==> config.mk <==
export PLATFORM = sky130hd
export DESIGN_NAME = fetch_queue
export DESIGN_NICKNAME = d
export VERILOG_FILES = /design/src/rtl/fetch_queue.sv
export SDC_FILE = /design/constraint.sdc
export NUM_CORES = 1
export LEC_CHECK = 0
export CORE_AREA = 2 2 188 190
export CTS_BUF_LIST = sky130_fd_sc_hd__clkbuf_8
export CTS_CLUSTER_DIAMETER = 120
export DETAILED_ROUTE_END_ITERATION = 12
export DIE_AREA = 0 0 190 192
export HOLD_SLACK_MARGIN = 0.12
export PLACE_DENSITY = 0.69
export SLEW_MARGIN = 20
export SYNTH_ARGS = -nofsm -noshare
export SYNTH_HDL_FRONTEND = slang
export SYNTH_SLANG_ARGS = --single-unit
==> constraint.sdc <==
create_clock -name clk -period 8.2 [get_ports clk]
set_clock_uncertainty 0.15 [all_clocks]
set_input_delay 1.23 -clock clk [delete_from_list [all_inputs] [get_ports clk]]
set_output_delay 1.23 -clock clk [all_outputs]
set_load 0.01 [all_outputs]
==> src/rtl/fetch_queue.sv <==
// Instruction fetch unit with a DEPTH-entry prefetch queue of {pc, instruction} pairs.
// Keeps at most one bus request outstanding and supports redirects with a fetch in flight.
module fetch_queue #(
  parameter int unsigned     XLEN     = 32,
  parameter int unsigned     DEPTH    = 4,
  parameter logic [XLEN-1:0] RESET_PC = '0,
  parameter logic [XLEN-1:0] PC_STEP  = XLEN'(4)
) (
  input  logic                       clk,
  input  logic                       reset,
  output logic                       ibus_valid,
  input  logic                       ibus_ready,
  output logic [XLEN-1:0]            ibus_address,
  output logic [XLEN-1:0]            ibus_lookahead,
  input  logic [XLEN-1:0]            ibus_rdata,
  output logic                       out_valid,
  input  logic                       out_ready,
  output logic [XLEN-1:0]            out_pc,
  output logic [XLEN-1:0]            out_rdata,
  input  logic                       jump_valid,
  input  logic [XLEN-1:0]            jump_pc,
  output logic [$clog2(DEPTH+1)-1:0] level
);

  localparam int unsigned     IdxW    = (DEPTH > 1) ? $clog2(DEPTH) : 1;
  localparam int unsigned     CntW    = $clog2(DEPTH + 1);
  localparam logic [CntW-1:0] Full    = CntW'(DEPTH);
  localparam logic [IdxW-1:0] LastIdx = IdxW'(DEPTH - 1);

  logic [XLEN-1:0] mem_pc   [DEPTH];
  logic [XLEN-1:0] mem_data [DEPTH];

  logic [IdxW-1:0] head_q, head_d;
  logic [IdxW-1:0] tail_q, tail_d;
  logic [CntW-1:0] count_q, count_d;

  // fetch_pc_q is the address of the pending request unless discarding, in which case
  // it already holds the redirect target while req_addr_q keeps the stale address.
  logic [XLEN-1:0] fetch_pc_q, fetch_pc_d;
  logic [XLEN-1:0] req_addr_q, req_addr_d;
  logic            pending_q, pending_d;
  logic            discard_q, discard_d;

  logic complete;
  logic push;
  logic pop;

  always_comb begin
    complete = pending_q && ibus_ready;
    push     = complete && !discard_q && !jump_valid;
    pop      = (count_q != '0) && out_ready && !jump_valid;
  end

  // Queue pointers and occupancy; a redirect empties the queue and swallows any pop.
  always_comb begin
    head_d  = head_q;
    tail_d  = tail_q;
    count_d = count_q;
    if (jump_valid) begin
      head_d  = '0;
      tail_d  = '0;
      count_d = '0;
    end else begin
      if (pop) begin
        head_d = (head_q == LastIdx) ? '0 : head_q + IdxW'(1);
      end
      if (push) begin
        tail_d = (tail_q == LastIdx) ? '0 : tail_q + IdxW'(1);
      end
      unique case ({push, pop})
        2'b10:   count_d = count_q + CntW'(1);
        2'b01:   count_d = count_q - CntW'(1);
        default: count_d = count_q;
      endcase
    end
  end

  // Fetch address, request and discard tracking.
  always_comb begin
    fetch_pc_d = fetch_pc_q;
    req_addr_d = req_addr_q;
    pending_d  = pending_q;
    discard_d  = discard_q;

    if (jump_valid) begin
      fetch_pc_d = jump_pc;
    end else if (push) begin
      fetch_pc_d = fetch_pc_q + PC_STEP;
    end

    if (complete) begin
      discard_d = 1'b0;
    end else if (jump_valid && pending_q) begin
      discard_d = 1'b1;
    end

    // A request, once raised, is held until the bus accepts it.
    if (!pending_q || complete) begin
      pending_d  = (count_d < Full);
      req_addr_d = fetch_pc_d;
    end
  end

  always_ff @(posedge clk) begin
    if (reset) begin
      head_q     <= '0;
      tail_q     <= '0;
      count_q    <= '0;
      fetch_pc_q <= RESET_PC;
      req_addr_q <= RESET_PC;
      pending_q  <= 1'b0;
      discard_q  <= 1'b0;
    end else begin
      head_q     <= head_d;
      tail_q     <= tail_d;
      count_q    <= count_d;
      fetch_pc_q <= fetch_pc_d;
      req_addr_q <= req_addr_d;
      pending_q  <= pending_d;
      discard_q  <= discard_d;
    end
  end

  // Payload storage needs no reset: entries are only read while counted as occupied.
  always_ff @(posedge clk) begin
    if (push && !reset) begin
      mem_pc[tail_q]   <= req_addr_q;
      mem_data[tail_q] <= ibus_rdata;
    end
  end

  always_comb begin
    ibus_valid   = pending_q;
    ibus_address = req_addr_q;
    if (jump_valid) begin
      ibus_lookahead = jump_pc;
    end else if (pending_q && !discard_q) begin
      ibus_lookahead = fetch_pc_q + PC_STEP;
    end else begin
      ibus_lookahead = fetch_pc_q;
    end
    out_valid = (count_q != '0);
    out_pc    = mem_pc[head_q];
    out_rdata = mem_data[head_q];
    level     = count_q;
  end

endmodule

==> run_results.csv, run 1 <==
group,metric,value,unit
detailed_routing,drc,0,
sta,setup_viol_count_final,0,
sta,rsz0062_at_grt,"false",
floorplanning,die_w,190,um
min_path,min_path_type,"flop to flop",
setup_path,reg2reg_to,"mem_data[3][30]",
placement,port-buffer-count,201,
placement,dp.cells,1480,
logic_synthesis,synth-edff-count,256,
logic_synthesis,synth.most_common_cell,"edfxtp_1",
sta,period_share,59.8,%
global_routing,gr-usage-all-layers,18.2,%
floorplanning,start_util,39.7,%
logic_synthesis,syn_avg_cell_area,15.6,um2
detailed_routing,antenna_left,0,
logic_synthesis,synth_compound_area_share,5.69,%
logic_synthesis,synth-xor-area-share,2.70,%
clocking,cts.sinks,331,
sta,slew_headroom,29.0,%
floorplanning,rows,68,
sta,fin_setup_tns,0,ps
status,status,"completed",
logic_synthesis,yosys.area_share.simple,9.14,%
logic_synthesis,synth_mux_area_share,11.8,%
power,powerDensity,204,nW/um2
setup_path,end_kind,"output port",
floorplanning,pin_count,202,
final_layout,num_antenna_cells,0,
setup_path,crit_type,"flop to output port",
logic_synthesis,yosysWarnings,0,
logic_synthesis,syn_nets,949,
setup_path,max_stage_delay,870,ps
clocking,cts_setup_buffers,0,
logic_synthesis,syn_inst,872,
sta,finalHoldViolCount,0,
sta,hold-worst-slack,337,ps
setup_path,r2r_slack,5110,ps
clocking,h-tree-depth,2,
clocking,cts.hold.buffers_added,0,
setup_path,startpoint,"ibus_valid",
clocking,clk_pin_slew,60,ps
setup_path,crit_chain,"nand2b_1 -> nor3_1 -> nand3_1 -> xor2_1 -> o21ai_0 -> clkdlybuf4s50_1",
logic_synthesis,post-synth-top-area-cell,"edfxtp_1",
global_routing,grt_pass1_vias,8509,
setup_path,r2r_cells,5,
global_routing,grt_pass1_wl,50200,um
clocking,tritoncts,"built",
global_routing,grt_max_degree,65,
logic_synthesis,netlist-cell-type-count,61,
logic_synthesis,synth_top_family_by_area,"multiplexers",
detailed_routing,wirelength,33400,um
detailed_routing,wl_per_cell,21.2,um
sta,period_needed,4900,ps
floorplanning,die_area,36500,um2
setup_path,rr_startpoint,"ibus_valid",
detailed_routing,first_iter_violations,486,
logic_synthesis,yosysSeqAreaShare,67.6,%
detailed_routing,via_count,8337,
logic_synthesis,synth_ff_type,"edfxtp_1",
floorplanning,die_y,192,um
final_layout,nets,1158,
global_routing,antenna_found_initial,0,
clocking,cts_buffer_depth,3,
placement,dpl.hpwl,21200,um
setup_path,cp_slowest_cell,"nor3_1",
clocking,cts_root_buffer,"clkbuf_8",
setup_path,cp-endpoint,"ibus_lookahead[23]",
floorplanning,core_area,34300,um2
final_layout,layout.cells.non_filler,1575,
clocking,numCtsBuffers,54,
setup_path,crit_arrival,3520,ps
detailed_routing,dr.pass1.iters,5,
detailed_routing,routed_via_density,5.29,
logic_synthesis,synthArstFlopShare,0,%
power,ir_drop,0.117,mV
logic_synthesis,yosys_register_bits,331,
sta,tightest_slew,1060,ps
logic_synthesis,synth_area_leaders,"edfxtp_1 57%, dfxtp_1 11%, mux4_2 11%, xnor2_1 1.8%, nor2_1 1.5%",
logic_synthesis,syn_area,13600,um2
sta,drv_slew,0,
clocking,clock_latency,590,ps
logic_synthesis,synth_top_cell_area_share,56.5,%
power,p_total,3.46,mW
run,cap_violations,0,
placement,routabilityCongestion,0.823,
setup_path,critPathMaxFanout,10,
power,power.leakage,5.50,nW
final_layout,area_delta_synth_final,24.8,%
sta,fmax,204,MHz
logic_synthesis,yosys.area_share.adder,0.791,%
setup_path,start_kind,"flop",
clocking,post_cts_resized,0,
final_layout,drive_gt1_share,15.5,%
logic_synthesis,synthTopCellsByCount,"256 x edfxtp_1, 75 x dfxtp_1, 64 x mux4_2",
global_routing,grt_remaining_overflow,0,
setup_path,worst_ep_required_time,6820,ps
-- stage by stage --
| step | utilization, % | cell area (um2) | setup slack, ps |
|---|---|---|---|
| floorplan | - | 13600 | 4160 |
| global placement | 46.6 | 16000 | 3440 |
| detailed placement | 46.6 | 16000 | 3420 |
| CTS | 49.5 | 17000 | 3330 |
| global route | 49.5 | 17000 | 3130 |
| finish | 49.5 | 17000 | 3300 |
-- layout make-up --
type	count	area, um2
repair buffers	212	2080
well taps	455	569
clock buffers	56	771
inverters	8	30.0
fillers	2952	17300
multi-input cells	474	4100
flip-flops and latches	331	9200
clock inverters	39	220
-- power by group --
group / total (mW) / switching, mW / internal (mW) / leakage [nW]
combinational: 0.240 / 0.116 / 0.124 / 2.02
clock: 1.33 / 0.639 / 0.694 / 0.559
sequential: 1.88 / 0.0444 / 1.84 / 2.92
total: 3.46 / 0.800 / 2.66 / 5.50
-- worst min-delay path by stage --
stage                   start  slack [ps]   endpoint  depth (start not counted)
floorplan           head_q[1]         300       flop                          2
global placement    head_q[1]         310       flop                          2
detailed placement  head_q[1]         320       flop                          2
CTS                 head_q[1]         330  head_q[1]                          2
global route        head_q[1]         350  head_q[1]                          2
finish              head_q[1]         340  head_q[1]                          2
-- flip-flops by register name, summed over array words and instances (netlist names), named ones only --
name / count
discard_q: 1
fetch_pc_q: 32
head_q: 2
ibus_address: 32
ibus_valid: 1
level: 3
mem_data: 128
mem_pc: 128
tail_q: 2
-- per-layer routing --
| metal | part of all wire (%) | track usage [%] | up-vias |
|---|---|---|---|
| met5 | 0 | 0 | - |
| met4 | 3.0 | 6.71 | 0 |
| met3 | 5.9 | 3.22 | 65 |
| met2 | 47 | 29.5 | 295 |
| met1 | 44 | 24.5 | 4142 |
| li1 | - | - | 3835 |
-- kinds of logic (layout without fill, tap and decap cells) --
group,after synthesis,count (layout)
xor gates and xnor gates,42,42
and+or+nand+nor,231,231
muxes,79,79
buffers and inverters,67,315
AOI/OAI and AO/OA,114,114
DFF,331,331
adders and majority gates,8,8
-- placed cells by master (no fill, tap or decap), types with 3 or more instances in the layout --
cell	instances
and3_1	3
nand3_1	32
nand4_1	17
o31a_2	3
a211oi_1	10
inv_1	23
o311a_1	4
a311oi_1	3
xor2_1	14
or3_1	5
o21ai_0	22
a31oi_1	4
o31ai_1	8
ha_1	7
xnor2_1	28
nor4_4	3
and2_4	4
a21boi_0	11
o211ai_1	5
nand2b_1	14
clkinv_2	5
mux2i_1	8
nor4_1	10
clkinv_1	14
a21oi_1	26
o311ai_0	4
buf_4	11
nor2_1	53
dfxtp_1	73
mux4_2	64
nor3_1	25
edfxtp_1	256
nand2_1	45
clkbuf_8	56
clkdlybuf4s50_1	199
mux2_2	7
-- critical path: cells and delay by family, from the launching register on --
family          cells  cell delay (ps)
simple gates        3             1470
buf+inv             1              610
flops               1              480
xor+xnor            1              190
compound gates      1              160
Note: power is estimated with default switching activity, not from simulation.
==> run 2, diff against run 1 <==
--- a/config.mk
+++ b/config.mk
@@ -11,7 +11,7 @@
 export DETAILED_ROUTE_END_ITERATION = 12
 export DIE_AREA = 0 0 190 192
 export HOLD_SLACK_MARGIN = 0.12
-export PLACE_DENSITY = 0.69
+export PLACE_DENSITY = 0.72
 export SLEW_MARGIN = 20
 export SYNTH_ARGS = -nofsm -noshare
 export SYNTH_HDL_FRONTEND = slang
==> constraint.sdc (replaced) <==
create_clock -name clk -period 4.19 [get_ports clk]
set_clock_uncertainty 0.15 [all_clocks]
set_input_delay 0.6285 -clock clk [delete_from_list [all_inputs] [get_ports clk]]
set_output_delay 0.6285 -clock clk [all_outputs]
set_load 0.01 [all_outputs]
==> run_results.csv, run 2 (synthesized netlist as in run 1, its figures left out) <==
group,metric,value,unit
power,power.leakage,5.65,nW
global_routing,grt_pass1_vias,8620,
global_routing,grt_remaining_overflow,0,
setup_path,cp_slowest_cell,"or4_4",
sta,fin_setup_tns,0,ps
clocking,tritoncts,"built",
setup_path,worst_ep_required_time,3410,ps
final_layout,drive_gt1_share,17.6,%
sta,tightest_slew,892,ps
floorplanning,pin_count,202,
setup_path,crit_arrival,3180,ps
sta,fmax,253,MHz
floorplanning,die_y,192,um
floorplanning,die_area,36500,um2
power,powerDensity,397,nW/um2
sta,setup_viol_count_final,0,
clocking,cts.hold.buffers_added,0,
final_layout,num_antenna_cells,0,
floorplanning,core_area,34300,um2
floorplanning,start_util,39.7,%
setup_path,crit_family,"simple AND/OR/NAND/NOR gates",
setup_path,crit_chain,"nand4_4 -> or4_4 -> nor3_1 -> xnor2_1 -> a21boi_0 -> clkdlybuf4s50_1",
detailed_routing,wirelength,33300,um
detailed_routing,routed_via_density,5.31,
sta,slew_headroom,40.3,%
setup_path,max_stage_delay,700,ps
global_routing,antenna_found_initial,0,
detailed_routing,first_iter_violations,610,
setup_path,crit_buf_inv,1,
clocking,numCtsBuffers,52,
floorplanning,rows,68,
clocking,clk_pin_slew,60,ps
setup_path,end_kind,"output port",
clocking,h-tree-depth,2,
detailed_routing,via_count,8470,
global_routing,gr-usage-all-layers,18.4,%
setup_path,start_kind,"flop",
final_layout,final_common_cell,"edfxtp_1",
final_layout,mostFrequentLayoutCells,"256 x edfxtp_1, 199 x clkdlybuf4s50_1, 73 x dfxtp_1, 64 x mux4_2, 55 x clkbuf_8",
detailed_routing,drc,0,
power,p_total,6.85,mW
min_path,min_path_type,"primary input to flop",
clocking,cts_buffer_depth,3,
setup_path,crit_type,"flop to output port",
floorplanning,die_w,190,um
final_layout,reg_top3,"mem_data: 128 flops, mem_pc: 128 flops",
placement,port-buffer-count,201,
sta,period_share,94.4,%
sta,drv_slew,0,
clocking,cts_root_buffer,"clkbuf_8",
run,cap_violations,0,
power,ir_drop,0.166,mV
sta,rsz0062_at_grt,"false",
status,status,"completed",
setup_path,critPathMaxFanout,17,
sta,finalHoldViolCount,0,
detailed_routing,wl_per_cell,20.9,um
final_layout,area_delta_synth_final,26.9,%
clocking,cts.sinks,331,
detailed_routing,antenna_left,0,
global_routing,grt_max_degree,50,
sta,period_needed,3950,ps
final_layout,nets,1175,
global_routing,grt_pass1_wl,50900,um
placement,dpl.hpwl,22500,um
clocking,clock_latency,570,ps
detailed_routing,dr.pass1.iters,5,
placement,routabilityCongestion,0.859,
run 2: changes by cell type in the layout (fill, tap and decap cells not counted):
cell	change
nor2b_1	-1
buf_12	+7
inv_1	-1
clkinv_2	+6
nand2_2	+1
bufinv_16	+2
clkbuf_8	-1
nor2b_2	+1
buf_4	+12
inv_8	-1
clkinv_1	-4
nand2_1	-1
run 2: what timing repair did:
action,in CTS,in global routing
resized for setup,0,2
setup endpoints to repair,0,2
buffers inserted,0,0
run 2: cell type report:
type	instances	area [um2]
repair buffers	231	2310
clock inverters	41	280
flip-flops and latches	331	9200
clock buffers	55	757
multi-input cells	474	4110
well taps	455	569
inverters	8	30.0
fillers	2858	17000
run 2: routing by layer:
metal / vias to the layer above / routed length [um] / GRT usage (%)
met3: 58 / 1870 / 3.38
met1: 4234 / 14600 / 24.5
li1: 3878 / - / -
met5: - / 0 / 0
met4: 0 / 731 / 5.75
met2: 300 / 16200 / 30.7
run 2: final timing paths:
check	startpoint	to	slack [ps]	cells after the start
worst max-delay path	fetch_pc_q[10]	ibus_lookahead[20]	240	6
worst min register to register	head_q[1]	flop	350	2
worst min-delay path	jump_valid	level[2]	250	2
worst max register to register	fetch_pc_q[10]	ibus_address[22]	1440	5
run 2: stage by stage:
step / util, % / cells / cell area (um2) / setup slack [ps] / hold slack [ps]
2_1_floorplan: - / 872 / 13600 / 750 / 304
3_3_place_gp: 47.3 / 1499 / 16200 / 849 / 313
3_5_place_dp: 47.3 / 1499 / 16200 / 803 / 321
4_1_cts: 50.3 / 1595 / 17300 / 172 / 213
5_1_grt: 50.3 / 1595 / 17300 / 13.6 / 234
6_report: 50.3 / 1595 / 17300 / 236 / 252
run 2: where the power goes:
| part | internal, mW | switching [mW] |
|---|---|---|
| registers | 3.60 | 0.0841 |
| logic | 0.249 | 0.229 |
| clock network | 1.47 | 1.22 |
run 2: worst reg2reg max path, delay by kind of cell (launching register included):
kind	cells	cell delay, ps
compound gates	3	1030
flops	1	530
simple gates	2	890
